## config.mk

```make
export PLATFORM = sky130hd
export DESIGN_NAME = ccc_reset_sequencer
export DESIGN_NICKNAME = d
export VERILOG_FILES = /design/src/rtl/ccc_rst_pkg.sv /design/src/rtl/ccc_rst_sync.sv /design/src/rtl/ccc_reset_sequencer.sv
export SDC_FILE = /design/constraint.sdc
export NUM_CORES = 1
export LEC_CHECK = 0
export BUFFER_PORTS_ARGS = -buffer_cell sky130_fd_sc_hd__buf_2
export CAP_MARGIN = 20
export CORE_UTILIZATION = 53
export DETAILED_ROUTE_END_ITERATION = 6
export GPL_ROUTABILITY_DRIVEN = 0
export PLACE_DENSITY = 0.74
export SKIP_CTS_REPAIR_TIMING = 1
export SLEW_MARGIN = 20
export SYNTH_ARGS = -nofsm -noshare
export SYNTH_HDL_FRONTEND = slang
export SYNTH_SLANG_ARGS = --single-unit
```

## constraint.sdc

```tcl
create_clock -name CLK -period 3.7 [get_ports CLK]
set_input_delay 0.185 -clock CLK [delete_from_list [all_inputs] [get_ports CLK]]
set_output_delay 0.185 -clock CLK [all_outputs]
set_load 0.01 [all_outputs]
```

## src/rtl/ccc_rst_pkg.sv

```systemverilog
// Shared types and defaults for the PLL reset sequencer.
// Latency: n/a (types and constants only).
// Backpressure: n/a.
package ccc_rst_pkg;

  typedef enum logic [2:0] {
    ST_PWRDN     = 3'd0,
    ST_WAIT_LOCK = 3'd1,
    ST_FILTER    = 3'd2,
    ST_RELEASE   = 3'd3,
    ST_RUN       = 3'd4,
    ST_FAULT     = 3'd5
  } state_t;

  localparam int DEF_NUM_CH       = 4;
  localparam int DEF_PWRDN_CYCLES = 64;
  localparam int DEF_LOCK_TIMEOUT = 65536;
  localparam int DEF_LOCK_FILTER  = 1024;
  localparam int DEF_CH_GAP       = 16;
  localparam int DEF_CNT_W        = 8;

  function automatic int max_of(input int a, input int b);
    return (a > b) ? a : b;
  endfunction

endpackage

```

## src/rtl/ccc_rst_sync.sv

```systemverilog
// Two-flop synchroniser for a single asynchronous level.
// Latency: 2 clk cycles from d to q.
// Backpressure: none (free-running).
module ccc_rst_sync (
  input  logic clk,
  input  logic arst_n,
  input  logic d,
  output logic q
);

  logic meta;

  // Shift the asynchronous level through two flops; both clear on reset.
  always_ff @(posedge clk or negedge arst_n) begin
    if (!arst_n) begin
      meta <= 1'b0;
      q    <= 1'b0;
    end else begin
      meta <= d;
      q    <= meta;
    end
  end

endmodule

```

## src/rtl/ccc_reset_sequencer.sv

```systemverilog
// PLL power-up / lock-filter / staggered channel reset release sequencer.
// Latency: all outputs registered; lock loss drives RST_N low 1 cycle after lock_s falls.
// Backpressure: none; SOFT_RESET always restarts the sequence from PWRDN.
module ccc_reset_sequencer
  import ccc_rst_pkg::*;
#(
  parameter int NUM_CH       = DEF_NUM_CH,
  parameter int PWRDN_CYCLES = DEF_PWRDN_CYCLES,
  parameter int LOCK_TIMEOUT = DEF_LOCK_TIMEOUT,
  parameter int LOCK_FILTER  = DEF_LOCK_FILTER,
  parameter int CH_GAP       = DEF_CH_GAP,
  parameter int CNT_W        = DEF_CNT_W
) (
  input  logic              CLK,
  input  logic              ARST_N,
  input  logic              PLL_LOCK,
  input  logic              SOFT_RESET,
  output logic              POWERDOWN_N,
  output logic [NUM_CH-1:0] OUT_EN,
  output logic [NUM_CH-1:0] RST_N,
  output logic              READY,
  output logic [CNT_W-1:0]  LOCK_LOSS_CNT,
  output logic [2:0]        STATE
);

  // One shared timer, restarted on every state entry, wide enough for the longest phase.
  localparam int REL_CYCLES = NUM_CH * CH_GAP;
  localparam int TMR_MAX    = max_of(max_of(PWRDN_CYCLES, LOCK_TIMEOUT),
                                     max_of(LOCK_FILTER, REL_CYCLES));
  localparam int TMR_W      = $clog2(TMR_MAX + 1);

  localparam logic [TMR_W-1:0] TMR_SAT      = TMR_W'(TMR_MAX);
  localparam logic [TMR_W-1:0] PWRDN_LAST   = TMR_W'(PWRDN_CYCLES - 1);
  localparam logic [TMR_W-1:0] TIMEOUT_LAST = TMR_W'(LOCK_TIMEOUT - 1);
  localparam logic [TMR_W-1:0] FILTER_LAST  = TMR_W'(LOCK_FILTER - 1);
  localparam logic [TMR_W-1:0] REL_LAST     = TMR_W'(REL_CYCLES - 1);
  localparam logic [CNT_W-1:0] CNT_SAT      = '1;

  logic              lock_s;
  state_t            state;
  state_t            nxt;
  logic [TMR_W-1:0]  tmr;
  logic [TMR_W-1:0]  tmr_nxt;
  logic              pd_nxt;
  logic              rdy_nxt;
  logic [NUM_CH-1:0] en_nxt;
  logic [NUM_CH-1:0] rst_nxt;
  logic [CNT_W-1:0]  cnt_nxt;

  ccc_rst_sync u_lock_sync (
    .clk    (CLK),
    .arst_n (ARST_N),
    .d      (PLL_LOCK),
    .q      (lock_s)
  );

  assign STATE = state;

  // Next state, timer and next-cycle output values; outputs are decoded from the
  // next state so that the registered outputs line up with the registered state.
  always_comb begin
    nxt     = state;
    tmr_nxt = tmr;
    pd_nxt  = 1'b1;
    rdy_nxt = 1'b0;
    en_nxt  = '0;
    rst_nxt = '0;
    cnt_nxt = LOCK_LOSS_CNT;

    // SOFT_RESET outranks lock loss so a requested restart is never counted as a fault.
    if (SOFT_RESET) begin
      nxt = ST_PWRDN;
    end else begin
      case (state)
        ST_PWRDN:     if (tmr == PWRDN_LAST) nxt = ST_WAIT_LOCK;
        ST_WAIT_LOCK: begin
          if (lock_s)                     nxt = ST_FILTER;
          else if (tmr == TIMEOUT_LAST)   nxt = ST_PWRDN;
        end
        ST_FILTER: begin
          if (!lock_s)                    nxt = ST_WAIT_LOCK;
          else if (tmr == FILTER_LAST)    nxt = ST_RELEASE;
        end
        ST_RELEASE: begin
          if (!lock_s)                    nxt = ST_FAULT;
          else if (tmr == REL_LAST)       nxt = ST_RUN;
        end
        ST_RUN:       if (!lock_s) nxt = ST_FAULT;
        ST_FAULT:     nxt = ST_PWRDN;
        default:      nxt = ST_PWRDN;
      endcase
    end

    // Timer restarts on entry (and on SOFT_RESET in PWRDN), otherwise saturates.
    if (SOFT_RESET || (nxt != state)) begin
      tmr_nxt = '0;
    end else if (tmr != TMR_SAT) begin
      tmr_nxt = tmr + TMR_W'(1);
    end

    case (nxt)
      ST_PWRDN:   pd_nxt = 1'b0;
      ST_RELEASE: begin
        en_nxt = '1;
        // Channel i leaves reset (i+1)*CH_GAP cycles after RELEASE entry.
        for (int i = 0; i < NUM_CH; i++) begin
          rst_nxt[i] = (tmr_nxt >= TMR_W'((i + 1) * CH_GAP));
        end
      end
      ST_RUN: begin
        en_nxt  = '1;
        rst_nxt = '1;
        rdy_nxt = 1'b1;
      end
      ST_FAULT: begin
        if (LOCK_LOSS_CNT != CNT_SAT) cnt_nxt = LOCK_LOSS_CNT + CNT_W'(1);
      end
      default: ;
    endcase
  end

  // State, timer and all outputs are registered; async reset forces the safe state at once.
  always_ff @(posedge CLK or negedge ARST_N) begin
    if (!ARST_N) begin
      state         <= ST_PWRDN;
      tmr           <= '0;
      POWERDOWN_N   <= 1'b0;
      OUT_EN        <= '0;
      RST_N         <= '0;
      READY         <= 1'b0;
      LOCK_LOSS_CNT <= '0;
    end else begin
      state         <= nxt;
      tmr           <= tmr_nxt;
      POWERDOWN_N   <= pd_nxt;
      OUT_EN        <= en_nxt;
      RST_N         <= rst_nxt;
      READY         <= rdy_nxt;
      LOCK_LOSS_CNT <= cnt_nxt;
    end
  end

endmodule

```

==> results.cfg <==
[finish]
final_nets = 243
layout-drive-gt1-share_pct = 16.10
finalNonFillerCells = 284
n_antenna_cell = 0
syn2layout_area_growth_pct = 8.864
fillers = 338

[critical_path]
worstPathRequired_ps = 3850
critPathLaunch = tmr[10]
r2r_cells = 6
cp.depth = 6
path_max_fanout = 17
critPathCaptureType = flip-flop
start_kind = flip-flop
r2r_start = tmr[10]
r2r-end = tmr[10]
cp.arrival_ps = 3290
crit_end = tmr[10]
crit_slowest_cell = or4_1
critPathTopFamily = simple AND/OR/NAND/NOR gates
cp_num_buf_inv = 0
crit_type = flip-flop to flip-flop
r2r_setup_slack_ps = 550
worstPathCellList = or4_1 -> or4_1 -> or4_1 -> and3_1 -> nor3_4 -> nor2_1
crit_path_max_incr_delay_ps = 600
cpMostUsedCell = or4_1

[sta]
maxSlewViolCount = 0
post-route-min-period_ps = 3145
worstMarginPinSlew_ps = 792.7
timing.fmax_ghz = 0.3180
rsz0062_at_grt = false
holdWs_ps = -29.96
fin_setup_tns_ps = 0
setup_viol = 0
relSlewSlack_pct = 47.15
fin_skew_ps = 5.104
period_share_pct = 85.00
finalHoldViolations = 37

[detailed_routing]
drc_errors = 0
antenna_left = 0
wirelength_mm = 3.971
avgViaCountPerCell = 5.799
drt_iter0_drc = 149
dr.pass1.iters = 4
wl_per_cell_um = 13.98
dr_total_vias = 1647

[power]
leakage_nw = 1.069
power_density_mw_per_mm2 = 326.9
peakVddDrop_uv = 246.3

[placement]
placed_cells = 275
io_buffers = 24
dp.final_hpwl_mm = 2.812

[yosys]
synth_compound_area_share_pct = 12.25
synth_top_area_cell = dfrtp_1
synth_xor_area_share_pct = 9.578
avgSynthCellArea_um2 = 9.474
synth.distinct_cells = 50
synthCells = 222
synth_fp_nets = 230
yosysWarningCount = 0
yosys-top-cells-area = dfrtp_1 (44%), xnor2_1 (7.1%), nor2_1 (5.0%)
yosys_register_bits = 37
synthAdderAreaFrac_pct = 2.380
async_reset_ff_share_pct = 100.0
synth_top_area_share_pct = 44.02
synth_mux_area_share_pct = 0.5354
ys.flop_type = dfrtp_1
mappedNetlistArea_mm2 = 0.002103
yosysSeqAreaShare_pct = 44.02
synth_edf_count = 0
synth_top_family_by_area = simple AND/OR/NAND/NOR gates
yosys.area_share.simple_pct = 24.99

[die]
rows = 22
die_area_mm2 = 0.004224
die_w_um = 65.00
die_h_um = 65.00
io_pins = 25
core_mm2 = 0.003744
initial_core_util_pct = 56.18

[grt]
antenna_found_initial = 0
grtUsageTotal_pct = 22.23
grt-ovfl-total = 0
first_global_vias = 1525
grt_max_degree = 38
grt_first_pass_wirelength_mm = 7.003

[run_status]
outcome = complete, but fails checks
violations = negative hold slack

[clock_network]
cts_buffer_depth = 2
cts_tree = done
clk_pin_slew_worst_paths_ps = 70
htreeDepth = 2
cts_root_buffer = clkbuf_8
numCtsBuffers = 5
clock-sinks = 37
clk-insertion-delay-late_ps = 290

[hold_path]
hold_path_class = input port to asynchronous set/reset pin

[flow_run]
cap_violations = 0
per-stage QoR:
| step | total power, W | utilization [%] | area (µm²) | hold slack (ps) | worst slack [ps] |
|---|---|---|---|---|---|
| finish | 0.0007485 | 61.16 | 2290 | -29.96 | 555.0 |
| global route | 0.0007854 | 61.16 | 2290 | 42.96 | 297.4 |
| CTS | 0.0007625 | 60.90 | 2280 | -15.59 | 526.4 |
| detailed placement | 0.0004507 | 58.19 | 2178 | 300.5 | 531.2 |
| global placement | 0.0004499 | 58.19 | 2178 | 296.8 | 596.6 |
| floorplan | 0.0004367 | - | 2103 | -110.6 | 773.6 |
worst register-to-register path, cell delays in order, from the launching register on:
cell,delay [ps]
dfrtp_1,490
or4_1,600
or4_1,490
or4_1,520
and3_1,240
nor3_4,540
nor2_1,130
kinds of logic after synthesis:
family / after synthesis
compound gates: 36
xor+xnor: 23
fa+ha+maj: 4
buf+inv: 26
flops: 37
mux: 1
simple gates: 95
cell type report:
cell class / instances / area [µm²] / share of cell area [%]
clock buffers: 7 / 96.34 / 4.208
clock inverters: 1 / 5.005 / 0.2186
inverters: 7 / 26.28 / 1.148
multi-input cells: 159 / 1046 / 45.68
flip-flops and latches: 37 / 925.9 / 40.44
well taps: 48 / 60.06 / 2.623
repair buffers: 25 / 130.1 / 5.683
worst min path at each step:
stage               slack, ps  cells past startpoint          endpoint
floorplan                -110                      0  LOCK_LOSS_CNT[0]
global placement          300                      1  u_lock_sync.meta
detailed placement        300                      1  u_lock_sync.meta
CTS                       -20                      1  u_lock_sync.meta
global route               40                      1          STATE[1]
finish                    -30                      1          STATE[0]
synthesized netlist by cell type, types with 2 or more instances:
| cell | count |
|---|---|
| buf_2 | 3 |
| dfrtp_1 | 37 |
| xnor2_1 | 17 |
| buf_4 | 4 |
| nor2_1 | 28 |
| nand3_1 | 9 |
| a31o_2 | 2 |
| a21oi_1 | 7 |
| nand4_1 | 3 |
| nand2_1 | 9 |
| ha_1 | 4 |
| nor4_1 | 6 |
| and3_1 | 5 |
| xor2_1 | 6 |
| nand2b_1 | 2 |
| or4_1 | 5 |
| clkbuf_1 | 9 |
| o21ai_0 | 3 |
| nor3_1 | 8 |
| inv_1 | 7 |
| o211ai_1 | 5 |
| a211oi_1 | 2 |
| or3_1 | 4 |
| o22ai_1 | 5 |
| nor4b_1 | 3 |
| nand3b_1 | 2 |
| buf_6 | 2 |
| and4_1 | 3 |
power breakdown:
group	internal [W]	total, W	switching [W]
Sequential	0.000409	0.000415	0.00000548
Combinational	0.0000104	0.0000285	0.0000182
Clock	0.000168	0.000305	0.000137
per-layer routing:
layer / vias to the layer above / GRT usage (%) / share of wire, % / wire length, µm
met1: 786 / 28.88 / 48 / 1921
li1: 819 / - / - / -
met2: 36 / 32.81 / 45 / 1785
met3: 6 / 7.746 / 5.0 / 200
met4: 0 / 10.56 / 1.6 / 63
met5: - / 0 / 0 / 0
sequential cells by signal, summed over array words and instances (netlist names):
signal            cells
LOCK_LOSS_CNT         8
OUT_EN                1
POWERDOWN_N           1
READY                 1
RST_N                 4
STATE                 3
tmr                  17
u_lock_sync.meta      1
u_lock_sync.q         1
cells in the final DEF, fill, tap and decap left out, drive strengths merged, types with 6 or more instances in the layout:
master / Yosys / routed
nor3: 9 / 9
inv: 7 / 7
nor4: 6 / 6
nand2: 9 / 9
buf: 10 / 24
nor2: 29 / 29
nand3: 9 / 9
clkbuf: 9 / 7
dfrtp: 37 / 37
xnor2: 17 / 17
xor2: 6 / 6
or4: 6 / 6
a21oi: 7 / 7
Power figures use the tool's default switching activity.
